===== config.mk =====
export PLATFORM = sky130hd
export DESIGN_NAME = matrix_stream_loader
export DESIGN_NICKNAME = d
export VERILOG_FILES = /design/src/rtl/matmul_pkg.sv /design/src/rtl/matload_dim_check.sv /design/src/rtl/matrix_stream_loader.sv
export SDC_FILE = /design/constraint.sdc
export NUM_CORES = 1
export LEC_CHECK = 0
export ABC_AREA = 1
export BUFFER_PORTS_ARGS = -buffer_cell sky130_fd_sc_hd__buf_2
export CORE_ASPECT_RATIO = 1.2
export CORE_MARGIN = 1
export CORE_UTILIZATION = 56
export DETAILED_ROUTE_END_ITERATION = 16
export PLACE_DENSITY = 0.77
export SYNTH_ARGS = -nofsm -noshare
export SYNTH_HDL_FRONTEND = slang
export SYNTH_SLANG_ARGS = --single-unit
export TNS_END_PERCENT = 10

===== constraint.sdc =====
create_clock -name clk -period 10.2 [get_ports clk]
set_input_delay 0.51 -clock clk [delete_from_list [all_inputs] [get_ports clk]]
set_output_delay 0.51 -clock clk [all_outputs]
set_load 0.02 [all_outputs]

===== src/rtl/matmul_pkg.sv =====
// Shared state encoding and memory-map constants
// for the matrix stream loader.
package matmul_pkg;

  typedef enum logic [3:0] {
    HDR,
    LOAD,
    START,
    WAIT,
    RADDR,
    RCAP,
    OUT,
    FIN,
    ERR
  } state_e;

  localparam int ADDR_M    = 0;
  localparam int ADDR_N    = 1;
  localparam int ADDR_P    = 2;
  localparam int DATA_BASE = 3;

endpackage


===== src/rtl/matload_dim_check.sv =====
// Combinational header validator: range/size check,
// region base addresses and element counts.
module matload_dim_check
  import matmul_pkg::*;
#(
  parameter int DATA_WIDTH  = 32,
  parameter int ADDR_WIDTH  = 12,
  parameter int MAX_LEN     = 100,
  parameter int MAX_LEN_LOG = 7
) (
  input  logic [DATA_WIDTH-1:0]    m_i,
  input  logic [DATA_WIDTH-1:0]    n_i,
  input  logic [DATA_WIDTH-1:0]    p_i,
  output logic                     ok_o,
  output logic [ADDR_WIDTH-1:0]    a_base_o,
  output logic [ADDR_WIDTH-1:0]    b_base_o,
  output logic [ADDR_WIDTH-1:0]    r_base_o,
  output logic [2*MAX_LEN_LOG:0]   ab_cnt_o,
  output logic [2*MAX_LEN_LOG-1:0] res_cnt_o
);

  localparam int PW = 2 * MAX_LEN_LOG;
  localparam int SW = PW + 2;
  localparam longint unsigned CAP =
    64'd1 << ADDR_WIDTH;

  logic [MAX_LEN_LOG-1:0] m, n, p;
  logic [PW-1:0]          mn, np, mp;
  logic [SW-1:0]          total;
  logic                   in_range;

  function automatic logic dim_ok(
    input logic [DATA_WIDTH-1:0] d
  );
    return (d != '0) &&
           (d <= DATA_WIDTH'(MAX_LEN));
  endfunction

  assign m = m_i[MAX_LEN_LOG-1:0];
  assign n = n_i[MAX_LEN_LOG-1:0];
  assign p = p_i[MAX_LEN_LOG-1:0];

  assign mn = PW'(m) * PW'(n);
  assign np = PW'(n) * PW'(p);
  assign mp = PW'(m) * PW'(p);

  assign total = SW'(DATA_BASE) + SW'(mn)
               + SW'(np) + SW'(mp);

  assign in_range = dim_ok(m_i) &&
                    dim_ok(n_i) &&
                    dim_ok(p_i);

  // products are only meaningful once the dims are in range
  assign ok_o = in_range && (64'(total) <= CAP);

  assign a_base_o = ADDR_WIDTH'(DATA_BASE);
  assign b_base_o =
    ADDR_WIDTH'(SW'(DATA_BASE) + SW'(mn));
  assign r_base_o =
    ADDR_WIDTH'(SW'(DATA_BASE) + SW'(mn) + SW'(np));

  assign ab_cnt_o  = (PW+1)'(mn) + (PW+1)'(np);
  assign res_cnt_o = mp;

endmodule


===== src/rtl/matrix_stream_loader.sv =====
// Stream loader/unloader for the matrix multiplier.
// Define MATLOAD_CHECKSUM_EN to append a result checksum word.
module matrix_stream_loader
  import matmul_pkg::*;
#(
  parameter int DATA_WIDTH  = 32,
  parameter int ADDR_WIDTH  = 12,
  parameter int MAX_LEN     = 100,
  parameter int MAX_LEN_LOG = 7
) (
  input  logic                  clk,
  input  logic                  reset,
  input  logic [DATA_WIDTH-1:0] in_data,
  input  logic                  in_valid,
  output logic                  in_ready,
  output logic [DATA_WIDTH-1:0] out_data,
  output logic                  out_valid,
  input  logic                  out_ready,
  output logic                  out_last,
  output logic [DATA_WIDTH-1:0] mem_data_out,
  output logic [ADDR_WIDTH-1:0] mem_address,
  output logic                  mem_write_enable,
  input  logic [DATA_WIDTH-1:0] mem_data_in,
  input  logic                  result_ready,
  output logic                  mult_reset,
  output logic                  busy,
  output logic                  error
);

  localparam int PW = 2 * MAX_LEN_LOG;

  state_e                state_q;
  logic [ADDR_WIDTH-1:0] wcnt_q, r_base_q;
  logic [DATA_WIDTH-1:0] m_q, n_q, out_data_q;
  logic [PW-1:0]         idx_q, last_idx_q;

  logic                  ok;
  logic [ADDR_WIDTH-1:0] a_base, b_base, r_base;
  logic [PW:0]           ab_cnt;
  logic [PW-1:0]         res_cnt;
  logic [ADDR_WIDTH-1:0] raddr;
  logic                  xfer, rd_phase, last_res;
  logic                  unused_dims;

`ifdef MATLOAD_CHECKSUM_EN
  logic [DATA_WIDTH-1:0] csum_q;
  logic                  csum_phase_q;
`endif

  matload_dim_check #(
    .DATA_WIDTH (DATA_WIDTH),
    .ADDR_WIDTH (ADDR_WIDTH),
    .MAX_LEN    (MAX_LEN),
    .MAX_LEN_LOG(MAX_LEN_LOG)
  ) u_dim (
    .m_i      (m_q),
    .n_i      (n_q),
    .p_i      (in_data),
    .ok_o     (ok),
    .a_base_o (a_base),
    .b_base_o (b_base),
    .r_base_o (r_base),
    .ab_cnt_o (ab_cnt),
    .res_cnt_o(res_cnt)
  );

  assign unused_dims = ^{a_base, b_base, ab_cnt};

  assign in_ready = (state_q == HDR) ||
                    (state_q == LOAD);
  // a reset cycle must never leak a write
  assign xfer = in_valid && in_ready && !reset;

  assign mem_write_enable = xfer;
  assign mem_data_out     = xfer ? in_data : '0;

  assign rd_phase = (state_q == RADDR) ||
                    (state_q == RCAP);
  assign raddr    = r_base_q + ADDR_WIDTH'(idx_q);
  assign last_res = (idx_q == last_idx_q);

  always_comb begin
    mem_address = '0;
    unique case (1'b1)
      in_ready: mem_address = wcnt_q;
      rd_phase: mem_address = raddr;
      default:  mem_address = '0;
    endcase
  end

  assign out_data   = out_data_q;
  assign out_valid  = (state_q == OUT);
  assign busy       = (state_q != HDR);
  assign error      = (state_q == ERR);
  assign mult_reset = !(state_q inside
    {START, WAIT, RADDR, RCAP, OUT});

`ifdef MATLOAD_CHECKSUM_EN
  assign out_last = out_valid && csum_phase_q;
`else
  assign out_last = out_valid && last_res;
`endif

  always_ff @(posedge clk) begin
    if (reset) begin
      state_q    <= HDR;
      wcnt_q     <= '0;
      m_q        <= '0;
      n_q        <= '0;
      r_base_q   <= '0;
      idx_q      <= '0;
      last_idx_q <= '0;
      out_data_q <= '0;
`ifdef MATLOAD_CHECKSUM_EN
      csum_q       <= '0;
      csum_phase_q <= 1'b0;
`endif
    end else begin
      unique case (state_q)
        HDR: begin
`ifdef MATLOAD_CHECKSUM_EN
          csum_q       <= '0;
          csum_phase_q <= 1'b0;
`endif
          if (xfer) begin
            wcnt_q <= wcnt_q + ADDR_WIDTH'(1);
            if (wcnt_q == ADDR_WIDTH'(ADDR_M))
              m_q <= in_data;
            if (wcnt_q == ADDR_WIDTH'(ADDR_N))
              n_q <= in_data;
            if (wcnt_q == ADDR_WIDTH'(ADDR_P)) begin
              r_base_q   <= r_base;
              last_idx_q <= res_cnt - PW'(1);
              state_q    <= ok ? LOAD : ERR;
            end
          end
        end
        LOAD: begin
          if (xfer) begin
            wcnt_q <= wcnt_q + ADDR_WIDTH'(1);
            if (wcnt_q == r_base_q - ADDR_WIDTH'(1))
              state_q <= START;
          end
        end
        START: state_q <= WAIT;
        WAIT: begin
          if (result_ready) begin
            idx_q   <= '0;
            state_q <= RADDR;
          end
        end
        RADDR: state_q <= RCAP;
        RCAP: begin
          out_data_q <= mem_data_in;
          state_q    <= OUT;
        end
        OUT: begin
          if (out_ready) begin
`ifdef MATLOAD_CHECKSUM_EN
            if (csum_phase_q) begin
              state_q <= FIN;
            end else if (last_res) begin
              csum_phase_q <= 1'b1;
              out_data_q   <= csum_q + out_data_q;
            end else begin
              csum_q  <= csum_q + out_data_q;
              idx_q   <= idx_q + PW'(1);
              state_q <= RADDR;
            end
`else
            if (last_res) begin
              state_q <= FIN;
            end else begin
              idx_q   <= idx_q + PW'(1);
              state_q <= RADDR;
            end
`endif
          end
        end
        FIN: begin
          wcnt_q  <= '0;
          state_q <= HDR;
        end
        ERR:     state_q <= ERR;
        default: state_q <= HDR;
      endcase
    end
  end

endmodule

==> flow_summary.toml <==
[power_and_ir_drop]
switchingPower_mw = 0.6306
peakVddDrop_mv = 0.1038
internal-power_mw = 1.101
seqPwrFrac_pct = 37.0
clkPwrFrac_pct = 37.1
p_comb_share_pct = 25.9
total_power_mw = 1.732
p_leak_nw = 8.814
p_sw_share_pct = 36.42
cellPowerDensity_nw_per_um2 = 110.5

[cts]
root_buffer = "clkbuf_16"
insertion_delay_ns = 0.44
post-cts-setup-buffers = 0
clockBufferDepth = 2
clock-sinks = 152
cts_max_level = 4
cts_resized = 0
clkTransAtPathRegs_ns = 0.08
cts_tree = "yes"
ctsHoldBuffers = 0
cts_inserted_buffers = 17

[setup_path]
critPathKind = "reg2reg"
cp_max_fo = 17
arrival_ns = 8.84
critPathRequiredTime_ns = 10.57
cpMaxStageDelayCell = "dfxtp_1"
critPathCapture = "state_q[0]"
reg2reg_depth = 39
r2r_slack_ns = 1.72
reg2reg_from = "m_q[0]"
critPathMaxStageDelay_ns = 0.67
crit_start = "m_q[0]"
endpoint_kind = "flip-flop"
worst_setup_path_start_kind = "flip-flop"
regToRegEndpoint = "state_q[0]"

[synthesis]
synth_area_um2 = 14190
synth-main-ff-cell = "dfxtp_1"
postSynthCellCount = 2056
yosys_warnings = 0
synth_edf_count = 0
syn_nets = 2351
yosysUniqueCellTypes = 48
synth_area_per_cell_um2 = 6.904
ys_seq_area_share_pct = 21.44
ys_async_sr_fraction_pct = 0
yosys_register_bits = 152

[floorplan]
io_pins = 152
die_area_um2 = 25990
core_area_um2 = 24830
dieHeight_um = 176.4
fp-row-count = 63
die_w_um = 147.3
start_util_pct = 57.16

[routing]
wl_per_cell_um = 14.76
wl_mm = 36.67
drt_iter0_markers = 742
drt_pass1_iterations = 6
viasPerCell = 5.280
drc = 0
vias = 13120
drtAntennaViolNets = 0

[sta]
maxSlewViolCount = 0
skew_ns = 0.01210
hold_ws_ns = 0.2878
period_share_pct = 83.09
fmax_mhz = 118.0
hold_violations = 0
rsz0062_at_grt = "no"
setup_tns_ns = 0
slew_headroom_pct = 36.83
worst_pin_slew_ns = 0.9465
period_needed_ns = 8.475
setup_violations = 0

[finish]
layout.nets = 2441
area_delta_synth_final_pct = 10.38
num_antenna_cells = 0
final-seq-area_um2 = 3043
multi_input_area_um2 = 9135
fill_cells = 2266
layout-drive-gt1-share_pct = 10.51

[worst_hold_path]
hold_path.class = "in2reg"
min_delay_path_depth = 3

[place]
port_buffers = 151
dp_hpwl_mm = 28.37
gp_congestion = 0.9371

[global_routing]
grt_usage_pct = 28.15
grt_max_degree = 82
gr-total-overflow = 0
antenna_found_initial = 0
grt_pass1_vias = 12520
grt_pass1_wl_mm = 58.73

[job]
maxCapViolCount = 0

[status]
status = "finished clean"
[through the flow]
stage / setup WS [ns] / instance area (µm²) / cells / utilization (%)
floorplan: 2.430 / 14190 / 2056 / -
global placement: 1.968 / 15070 / 2452 / 60.68
detailed placement: 1.775 / 15070 / 2452 / 60.68
CTS: 1.739 / 15670 / 2484 / 63.09
global route: 1.173 / 15670 / 2484 / 63.09
finish: 1.725 / 15670 / 2484 / 63.09
[power by group through the flow]
stage / registers [mW] / clock network (mW) / logic [mW]
finish: 0.641 / 0.642 / 0.449
global route: 0.644 / 0.670 / 0.505
CTS: 0.640 / 0.648 / 0.446
detailed placement: 0.654 / 0 / 0.441
global placement: 0.652 / 0 / 0.433
floorplan: 0.635 / 0 / 0.345
[cell usage after synthesis, types with 6 or more instances]
cell | number | area, µm²
a21oi_1 | 118 | 590.6
a211oi_1 | 34 | 255.2
fa_1 | 87 | 1742
ha_1 | 139 | 1739
nor2_1 | 235 | 882.1
inv_1 | 438 | 1644
dfxtp_1 | 152 | 3043
clkbuf_1 | 79 | 296.5
inv_2 | 6 | 22.52
nand4_1 | 30 | 187.7
or2_2 | 8 | 50.05
xor2_1 | 48 | 420.4
xnor2_1 | 27 | 236.5
nor4_1 | 31 | 193.9
nand2_1 | 356 | 1336
o22ai_1 | 7 | 43.79
nor3_1 | 23 | 115.1
nand3_1 | 64 | 320.3
o21ai_0 | 117 | 585.6
[worst max-delay path, delay by kind of cell, from the launching register on]
family	cells	cell delay, ns
xor+xnor	2	0.37
compound gates	11	1.68
flops	1	0.67
buf+inv	5	0.26
simple gates	11	1.06
fa+ha+maj	10	4.37
[layout by cell type, fill, tap and decap left out, types with 4 or more instances in the layout]
| cell | instances |
|---|---|
| a31oi_1 | 4 |
| o22ai_1 | 7 |
| fa_1 | 87 |
| clkbuf_16 | 17 |
| nor3_1 | 23 |
| nand2_1 | 356 |
| inv_2 | 7 |
| o21ai_0 | 117 |
| buf_4 | 6 |
| nor2_1 | 235 |
| xor2_1 | 48 |
| a21oi_1 | 118 |
| dfxtp_1 | 152 |
| inv_1 | 437 |
| nor4_1 | 31 |
| o221ai_1 | 4 |
| or2_2 | 8 |
| clkinv_8 | 4 |
| xnor2_1 | 27 |
| ha_1 | 139 |
| o211ai_1 | 5 |
| inv_8 | 6 |
| buf_2 | 151 |
| a211oi_1 | 34 |
| o21bai_1 | 5 |
| a21oi_2 | 4 |
| nand3_1 | 63 |
| nand4_1 | 30 |
[routing by layer]
layer	vias up	global-route usage, %	wire length (µm)
met5	-	0	0
met4	0	14.95	1829
met3	109	3.437	1720
met2	378	49.96	18100
met1	6022	33.04	15020
li1	6607	-	-
[flip-flops by register name, summed over array words and instances (netlist names)]
name	cells
m_q	32
n_q	32
out_data	32
idx_q	14
last_idx_q	14
r_base_q	12
wcnt_q	12
state_q	4
[layout make-up]
class / instances / share of cell area, %
sequential: 152 / 19.42
clock buffer: 17 / 2.715
tap: 325 / 2.596
timing repair buffer: 157 / 5.111
clock inverter: 15 / 1.110
multi-input combinational: 1372 / 58.31
inverter: 446 / 10.73
[how the worst min path moves through the flow]
stage	start	endpoint
3_3_place_gp	n_q[22]	n_q[22]
3_5_place_dp	n_q[10]	n_q[10]
2_1_floorplan	n_q[11]	n_q[11]
6_report	mem_data_in[17]	out_data[17]
4_1_cts	mem_data_in[17]	out_data[17]
5_1_grt	mem_data_in[15]	out_data[15]
[kinds of logic (layout without fill, tap and decap cells)]
| logic type | count (synthesis) | after routing | share of synthesized area [%] |
|---|---|---|---|
| adders and majority gates | 226 | 226 | 24.52 |
| DFF | 152 | 152 | 21.44 |
| AOI/OAI and AO/OA | 312 | 312 | 12.47 |
| xor gates and xnor gates | 75 | 75 | 4.628 |
| and+or+nand+nor | 759 | 759 | 22.66 |
| buffers and inverters | 532 | 635 | 14.27 |
Power figures use the tool's default switching activity.
